<file path="src/rtl/regbank_access_ctrl_if.sv">
// Requester and bank signal bundle for regbank_access_ctrl.
// slave  : the controller side (takes requests, drives the bank).
// master : the environment side (requesters plus the register bank).
interface regbank_access_ctrl_if;
   // writeback requester
   logic        wb_req;
   logic [4:0]  wb_rd;
   logic [31:0] wb_data;
   logic        wb_ack;
   // operand read requester
   logic        op_req;
   logic [4:0]  op_rs;
   logic [4:0]  op_rt;
   logic        op_ack;
   logic [31:0] op_data_1;
   logic [31:0] op_data_2;
   // debug read requester
   logic        dbg_req;
   logic [4:0]  dbg_rs;
   logic        dbg_ack;
   logic [31:0] dbg_data;
   // register bank
   logic [4:0]  rb_rs;
   logic [4:0]  rb_rt;
   logic [4:0]  rb_rd;
   logic        rb_write_reg;
   logic        rb_read_reg;
   logic [31:0] rb_write_data;
   logic [31:0] rb_data_1;
   logic [31:0] rb_data_2;
   // status
   logic        busy;

   modport slave (
      input  wb_req, wb_rd, wb_data,
      input  op_req, op_rs, op_rt,
      input  dbg_req, dbg_rs,
      input  rb_data_1, rb_data_2,
      output wb_ack, op_ack, op_data_1, op_data_2, dbg_ack, dbg_data,
      output rb_rs, rb_rt, rb_rd, rb_write_reg, rb_read_reg, rb_write_data,
      output busy
   );

   modport master (
      output wb_req, wb_rd, wb_data,
      output op_req, op_rs, op_rt,
      output dbg_req, dbg_rs,
      output rb_data_1, rb_data_2,
      input  wb_ack, op_ack, op_data_1, op_data_2, dbg_ack, dbg_data,
      input  rb_rs, rb_rt, rb_rd, rb_write_reg, rb_read_reg, rb_write_data,
      input  busy
   );
endinterface

</file>
<file path="src/rtl/regbank_access_ctrl.sv">
// Arbitrates one writeback port and two read ports (operand, debug) onto a
// single-ported register bank using one-cycle strobes.
// Ports: clk, reset (async active-high), bus (regbank_access_ctrl_if.slave).
// Latency: write ack 2 cycles after grant, read ack 3 cycles after grant.
// Backpressure: requests are held until acked; only sampled while idle.
module regbank_access_ctrl #(
   parameter bit DROP_R0_WRITES = 1'b1
) (
   input  logic                  clk,
   input  logic                  reset,
   regbank_access_ctrl_if.slave  bus
);

   typedef enum logic [2:0] {
      IDLE,
      WR_STROBE,
      WR_RELEASE,
      RD_STROBE,
      RD_CAPTURE,
      RD_RESP
   } state_t;

   state_t state;
   state_t state_nxt;

   logic grant_wb;
   logic grant_op;
   logic grant_dbg;

   logic prefer_op;   // round-robin: 1 = op wins a tie with dbg
   logic rd_is_dbg;   // current read belongs to the debug port
   logic wr_en;       // current write actually reaches the bank

   // Next-state and grant decode. Writes always beat reads; between the two
   // read ports the last grant decides who goes first on a tie.
   always_comb begin
      state_nxt = state;
      grant_wb  = 1'b0;
      grant_op  = 1'b0;
      grant_dbg = 1'b0;
      case (state)
         IDLE: begin
            if (bus.wb_req) begin
               grant_wb  = 1'b1;
               state_nxt = WR_STROBE;
            end else if (bus.op_req && (prefer_op || !bus.dbg_req)) begin
               grant_op  = 1'b1;
               state_nxt = RD_STROBE;
            end else if (bus.dbg_req) begin
               grant_dbg = 1'b1;
               state_nxt = RD_STROBE;
            end
         end
         WR_STROBE:  state_nxt = WR_RELEASE;
         WR_RELEASE: state_nxt = IDLE;
         RD_STROBE:  state_nxt = RD_CAPTURE;
         RD_CAPTURE: state_nxt = RD_RESP;
         RD_RESP:    state_nxt = IDLE;
         default:    state_nxt = IDLE;
      endcase
   end

   always_ff @(posedge clk or posedge reset) begin
      if (reset) begin
         state <= IDLE;
      end else begin
         state <= state_nxt;
      end
   end

   // Bank address/data and result registers. Addresses are captured only on
   // the grant edge, so the requester may change its inputs afterwards.
   always_ff @(posedge clk or posedge reset) begin
      if (reset) begin
         bus.rb_rs         <= '0;
         bus.rb_rt         <= '0;
         bus.rb_rd         <= '0;
         bus.rb_write_data <= '0;
         bus.op_data_1     <= '0;
         bus.op_data_2     <= '0;
         bus.dbg_data      <= '0;
         prefer_op         <= 1'b1;
         rd_is_dbg         <= 1'b0;
         wr_en             <= 1'b0;
      end else begin
         if (grant_wb) begin
            bus.rb_rd         <= bus.wb_rd;
            bus.rb_write_data <= bus.wb_data;
            // r0 writes still walk the full write sequence, just unstrobed
            wr_en             <= !(DROP_R0_WRITES && (bus.wb_rd == 5'd0));
         end
         if (grant_op) begin
            bus.rb_rs <= bus.op_rs;
            bus.rb_rt <= bus.op_rt;
            rd_is_dbg <= 1'b0;
            prefer_op <= 1'b0;
         end
         if (grant_dbg) begin
            bus.rb_rs <= bus.dbg_rs;
            bus.rb_rt <= 5'd0;
            rd_is_dbg <= 1'b1;
            prefer_op <= 1'b1;
         end
         // bank data is valid in the cycle after the read strobe
         if (state == RD_CAPTURE) begin
            if (rd_is_dbg) begin
               bus.dbg_data <= bus.rb_data_1;
            end else begin
               bus.op_data_1 <= bus.rb_data_1;
               bus.op_data_2 <= bus.rb_data_2;
            end
         end
      end
   end

   // Strobes and acks decode from registered state only; each strobe state
   // lasts one cycle and is always followed by a non-strobe state.
   assign bus.rb_write_reg = (state == WR_STROBE) && wr_en;
   assign bus.rb_read_reg  = (state == RD_STROBE);
   assign bus.wb_ack       = (state == WR_RELEASE);
   assign bus.op_ack       = (state == RD_RESP) && !rd_is_dbg;
   assign bus.dbg_ack      = (state == RD_RESP) && rd_is_dbg;
   assign bus.busy         = (state != IDLE);

endmodule

</file>
<file path="src/flat_wrapper.sv">
// flat-port wrapper written by rule: the top's interface ports become plain ports
module regbank_access_ctrl_flat 
#(
   parameter bit DROP_R0_WRITES = 1'b1
)
  (clk, reset, bus_wb_req, bus_wb_rd, bus_wb_data, bus_op_req, bus_op_rs, bus_op_rt, bus_dbg_req, bus_dbg_rs, bus_rb_data_1, bus_rb_data_2, bus_wb_ack, bus_op_ack, bus_op_data_1, bus_op_data_2, bus_dbg_ack, bus_dbg_data, bus_rb_rs, bus_rb_rt, bus_rb_rd, bus_rb_write_reg, bus_rb_read_reg, bus_rb_write_data, bus_busy);
  regbank_access_ctrl_if bus_i ();
  input  logic clk;
  input  logic reset;
  input wire logic [$bits(bus_i.wb_req)-1:0] bus_wb_req;
  input wire logic [$bits(bus_i.wb_rd)-1:0] bus_wb_rd;
  input wire logic [$bits(bus_i.wb_data)-1:0] bus_wb_data;
  input wire logic [$bits(bus_i.op_req)-1:0] bus_op_req;
  input wire logic [$bits(bus_i.op_rs)-1:0] bus_op_rs;
  input wire logic [$bits(bus_i.op_rt)-1:0] bus_op_rt;
  input wire logic [$bits(bus_i.dbg_req)-1:0] bus_dbg_req;
  input wire logic [$bits(bus_i.dbg_rs)-1:0] bus_dbg_rs;
  input wire logic [$bits(bus_i.rb_data_1)-1:0] bus_rb_data_1;
  input wire logic [$bits(bus_i.rb_data_2)-1:0] bus_rb_data_2;
  output wire logic [$bits(bus_i.wb_ack)-1:0] bus_wb_ack;
  output wire logic [$bits(bus_i.op_ack)-1:0] bus_op_ack;
  output wire logic [$bits(bus_i.op_data_1)-1:0] bus_op_data_1;
  output wire logic [$bits(bus_i.op_data_2)-1:0] bus_op_data_2;
  output wire logic [$bits(bus_i.dbg_ack)-1:0] bus_dbg_ack;
  output wire logic [$bits(bus_i.dbg_data)-1:0] bus_dbg_data;
  output wire logic [$bits(bus_i.rb_rs)-1:0] bus_rb_rs;
  output wire logic [$bits(bus_i.rb_rt)-1:0] bus_rb_rt;
  output wire logic [$bits(bus_i.rb_rd)-1:0] bus_rb_rd;
  output wire logic [$bits(bus_i.rb_write_reg)-1:0] bus_rb_write_reg;
  output wire logic [$bits(bus_i.rb_read_reg)-1:0] bus_rb_read_reg;
  output wire logic [$bits(bus_i.rb_write_data)-1:0] bus_rb_write_data;
  output wire logic [$bits(bus_i.busy)-1:0] bus_busy;
  assign bus_i.wb_req = bus_wb_req;
  assign bus_i.wb_rd = bus_wb_rd;
  assign bus_i.wb_data = bus_wb_data;
  assign bus_i.op_req = bus_op_req;
  assign bus_i.op_rs = bus_op_rs;
  assign bus_i.op_rt = bus_op_rt;
  assign bus_i.dbg_req = bus_dbg_req;
  assign bus_i.dbg_rs = bus_dbg_rs;
  assign bus_i.rb_data_1 = bus_rb_data_1;
  assign bus_i.rb_data_2 = bus_rb_data_2;
  assign bus_wb_ack = bus_i.wb_ack;
  assign bus_op_ack = bus_i.op_ack;
  assign bus_op_data_1 = bus_i.op_data_1;
  assign bus_op_data_2 = bus_i.op_data_2;
  assign bus_dbg_ack = bus_i.dbg_ack;
  assign bus_dbg_data = bus_i.dbg_data;
  assign bus_rb_rs = bus_i.rb_rs;
  assign bus_rb_rt = bus_i.rb_rt;
  assign bus_rb_rd = bus_i.rb_rd;
  assign bus_rb_write_reg = bus_i.rb_write_reg;
  assign bus_rb_read_reg = bus_i.rb_read_reg;
  assign bus_rb_write_data = bus_i.rb_write_data;
  assign bus_busy = bus_i.busy;
  regbank_access_ctrl #(.DROP_R0_WRITES(DROP_R0_WRITES)) u_core (.clk(clk), .reset(reset), .bus(bus_i));
endmodule
</file>
<file path="config.mk">
export PLATFORM = sky130hd
export DESIGN_NAME = regbank_access_ctrl_flat
export DESIGN_NICKNAME = d
export VERILOG_FILES = /design/src/rtl/regbank_access_ctrl_if.sv /design/src/rtl/regbank_access_ctrl.sv /design/src/flat_wrapper.sv
export SDC_FILE = /design/constraint.sdc
export NUM_CORES = 1
export LEC_CHECK = 0
export ABC_AREA = 0
export CAP_MARGIN = 20
export CELL_PAD_IN_SITES_DETAIL_PLACEMENT = 0
export CELL_PAD_IN_SITES_GLOBAL_PLACEMENT = 1
export CORE_MARGIN = 1
export CORE_UTILIZATION = 29
export DETAILED_ROUTE_END_ITERATION = 7
export PLACE_DENSITY = 0.79
export SLEW_MARGIN = 20
export SYNTH_ARGS = -nofsm -noshare
export SYNTH_HDL_FRONTEND = slang
export SYNTH_SLANG_ARGS = --single-unit
</file>
<file path="constraint.sdc">
create_clock -name clk -period 4.5 [get_ports clk]
set_input_delay 0.9 -clock clk [delete_from_list [all_inputs] [get_ports clk]]
set_output_delay 0.9 -clock clk [all_outputs]
set_load 0.02 [all_outputs]
</file>
==> flow_summary.ini <==
[synthesis]
synth_edf_count = 0
synthTopCellsByCount = 148 x dfrtp_1, 70 x mux2_1, 63 x mux2_2
yosys.cell_count.top_type = dfrtp_1
yosysWarnings = 0
synth.distinct_cells = 35
syn_inst = 367
async_flop_share = 1.000
yosysTopAreaCell = dfrtp_1
synth.top_cell.area_share = 0.6352
synth.avg_cell_area_um2 = 15.89
yosysSeqAreaShare = 0.6397
syn_area_um2 = 5831
synth_top_cells_by_area = dfrtp_1 64%, mux2_1 14%, mux2_2 12%, a32oi_1 1.5%, buf_6 1.2%
ys.flop_type = dfrtp_1
synth_nets = 488
synth-seq-cells = 149

[layout]
layout.nets = 759
final_layout_size_suffix_gt1_frac = 0.1582
antenna_cells = 0
syn2layout_area_growth_pct = 60.41
instances_no_fill = 916

[placement]
port_buffers = 269
place_congestion = 0.7153
place_inst = 883
hpwl_um = 10830

[floorplan]
fp.dieArea_um2 = 20680
num_io_pins = 270
fp.coreArea_um2 = 19590
initial_core_util = 0.2976
die_y_um = 143.8
die_x_um = 143.8
floorplan.rows = 51

[power]
combPwrFrac = 0.460
internal_power_mw = 4.537
p_clk_frac = 0.198
sw_frac_of_total = 0.3531
switchingPower_mw = 2.477
power.density_nw_per_um2 = 750.0
peakVddDrop_uv = 436.2
p_seq_frac = 0.342
p_leak_nw = 3.863

[critical_path]
arrival_ns = 2.08
criticalPathCategory = reg -> out
crit_path_start_kind = register
crit_fanout = 13
required_ns = 3.60
crit_path_end_kind = primary output

[sta]
final_hold_viol_count = 0
finClkSkew_ns = 0.008016
relSlewSlack = 0.3991
rsz0062_at_grt = false
slew_viol_final = 0
tightest_slew_ns = 0.9013
layout_min_cycle_time_ns = 2.976
min_period_over_period = 0.6613
setup-violations-final = 0
fin_setup_tns_ns = 0
fmax_mhz = 336.0

[clock_tree]
clk_pin_slew_ns = 0.06
cts_root_buf = clkbuf_16
clock-sinks = 149
cts_tree = done
hold_buffers = 0
cts_made_buffers = 17
clk_path_buf_depth = 2
h-tree-depth = 4
worstSkewPairLatency_ns = 0.41
cts_resized = 0
cts_setup_buffers = 0

[global_routing]
grt_max_degree = 76
grt_use_total = 0.1482
antenna_found_initial = 0
grt_pass1_vias = 4500
gr-total-overflow = 0
grt_pass1_wl_um = 23370

[route]
drt_wl_total_um = 15140
drc = 0
viasPerCell = 4.527
drtPass1Iterations = 4
dr.first_iter.drc_count = 92
drtAntennaViolNets = 0
num_vias = 4147
wl_per_cell_um = 16.53

[flow_run]
cap_violations = 0

[outcome]
outcome = complete, no violations

[hold_path]
min_path_type = reg -> reg
==> cells by family after synthesis <==
family	synth area share
flops	0.6397
simple gates	0.04421
mux	0.2569
compound gates	0.03305
buf+inv	0.02618
==> flip-flops by register name (all words and copies together), names as in the netlist <==
register / flops
u_core.bus.rb_rs: 5
u_core.state: 3
u_core.bus.dbg_data: 32
u_core.wr_en: 1
u_core.rd_is_dbg: 1
u_core.bus.op_data_2: 32
u_core.prefer_op: 1
u_core.bus.rb_rt: 5
u_core.bus.rb_rd: 5
u_core.bus.rb_write_data: 32
u_core.bus.op_data_1: 32
==> cell usage in the layout (no fill, tap or decap), types with 3 or more instances in the layout <==
master,netlist,final
clkinv_4,0,3
mux2_2,63,63
clkinvlp_4,0,4
nand3_1,6,6
a32oi_1,10,10
clkbuf_16,0,17
o2bb2ai_1,5,5
nand4_1,5,5
clkdlybuf4s50_1,0,269
mux2_1,70,70
nor2_1,6,6
nand2_1,6,6
dfrtp_1,148,148
clkbuf_1,4,3
==> layer usage <==
| metal | wire [µm] | global-route usage |
|---|---|---|
| met3 | 1260 | 0.06198 |
| met1 | 5985 | 0.1632 |
| met2 | 7585 | 0.2524 |
| met5 | 0 | 0 |
| met4 | 305 | 0.05823 |
==> worst paths after layout <==
kind / from / to / slack [ns] / depth (start not counted)
worst max-delay path: u_core.state[2] / bus_op_ack / 1.52 / 2
worst min-delay path: u_core.bus.op_data_2[23] / u_core.bus.op_data_2[23] / 0.48 / 1
worst max register to register: u_core.state[2] / u_core.bus.op_data_2[31] / 2.15 / 4
worst min register to register: u_core.bus.op_data_2[23] / u_core.bus.op_data_2[23] / 0.48 / 1
max in group asynchronous: reset / u_core.bus.op_data_1[17] / 2.54 / 3
min in group asynchronous: reset / u_core.bus.op_data_2[17] / 0.99 / 2
==> worst max-delay path, stage by stage, from the launching register on <==
cell and delay (ns):
dfrtp_1 0.61, nor4bb_1 0.38, clkdlybuf4s50_1 0.68
==> metrics by stage <==
step                      utilization  power [mW]  cell area (µm²)  worst slack, ns  hold WS (ns)
after floorplan                     -       4.003             5834            1.726        0.5108
after global placement         0.4469       5.579             8755            1.842        0.4684
after detailed placement       0.4469       5.676             8755            1.701        0.4751
after CTS                      0.4764       7.104             9333            1.485        0.4888
after global routing           0.4774       7.405             9353            1.430        0.4973
final                          0.4774       7.014             9353            1.524        0.4844
==> power by group through the flow <==
| stage | clock network [mW] | registers, mW | logic [mW] |
|---|---|---|---|
| after floorplan | 0 | 3.11 | 0.890 |
| after global placement | 0 | 2.38 | 3.20 |
| after detailed placement | 0 | 2.42 | 3.26 |
| after CTS | 1.43 | 2.41 | 3.27 |
| after global routing | 1.50 | 2.49 | 3.41 |
| final | 1.39 | 2.40 | 3.23 |
==> area by class of cell <==
| class | instances | area [µm²] |
|---|---|---|
| fillers | 1752 | 10240 |
| flip-flops and latches | 149 | 3730 |
| repair buffers | 273 | 2748 |
| multi-input cells | 196 | 1958 |
| clock buffers | 21 | 450.4 |
| well taps | 265 | 331.6 |
| clock inverters | 11 | 127.6 |
| inverters | 1 | 7.507 |
Power figures use the tool's default switching activity.
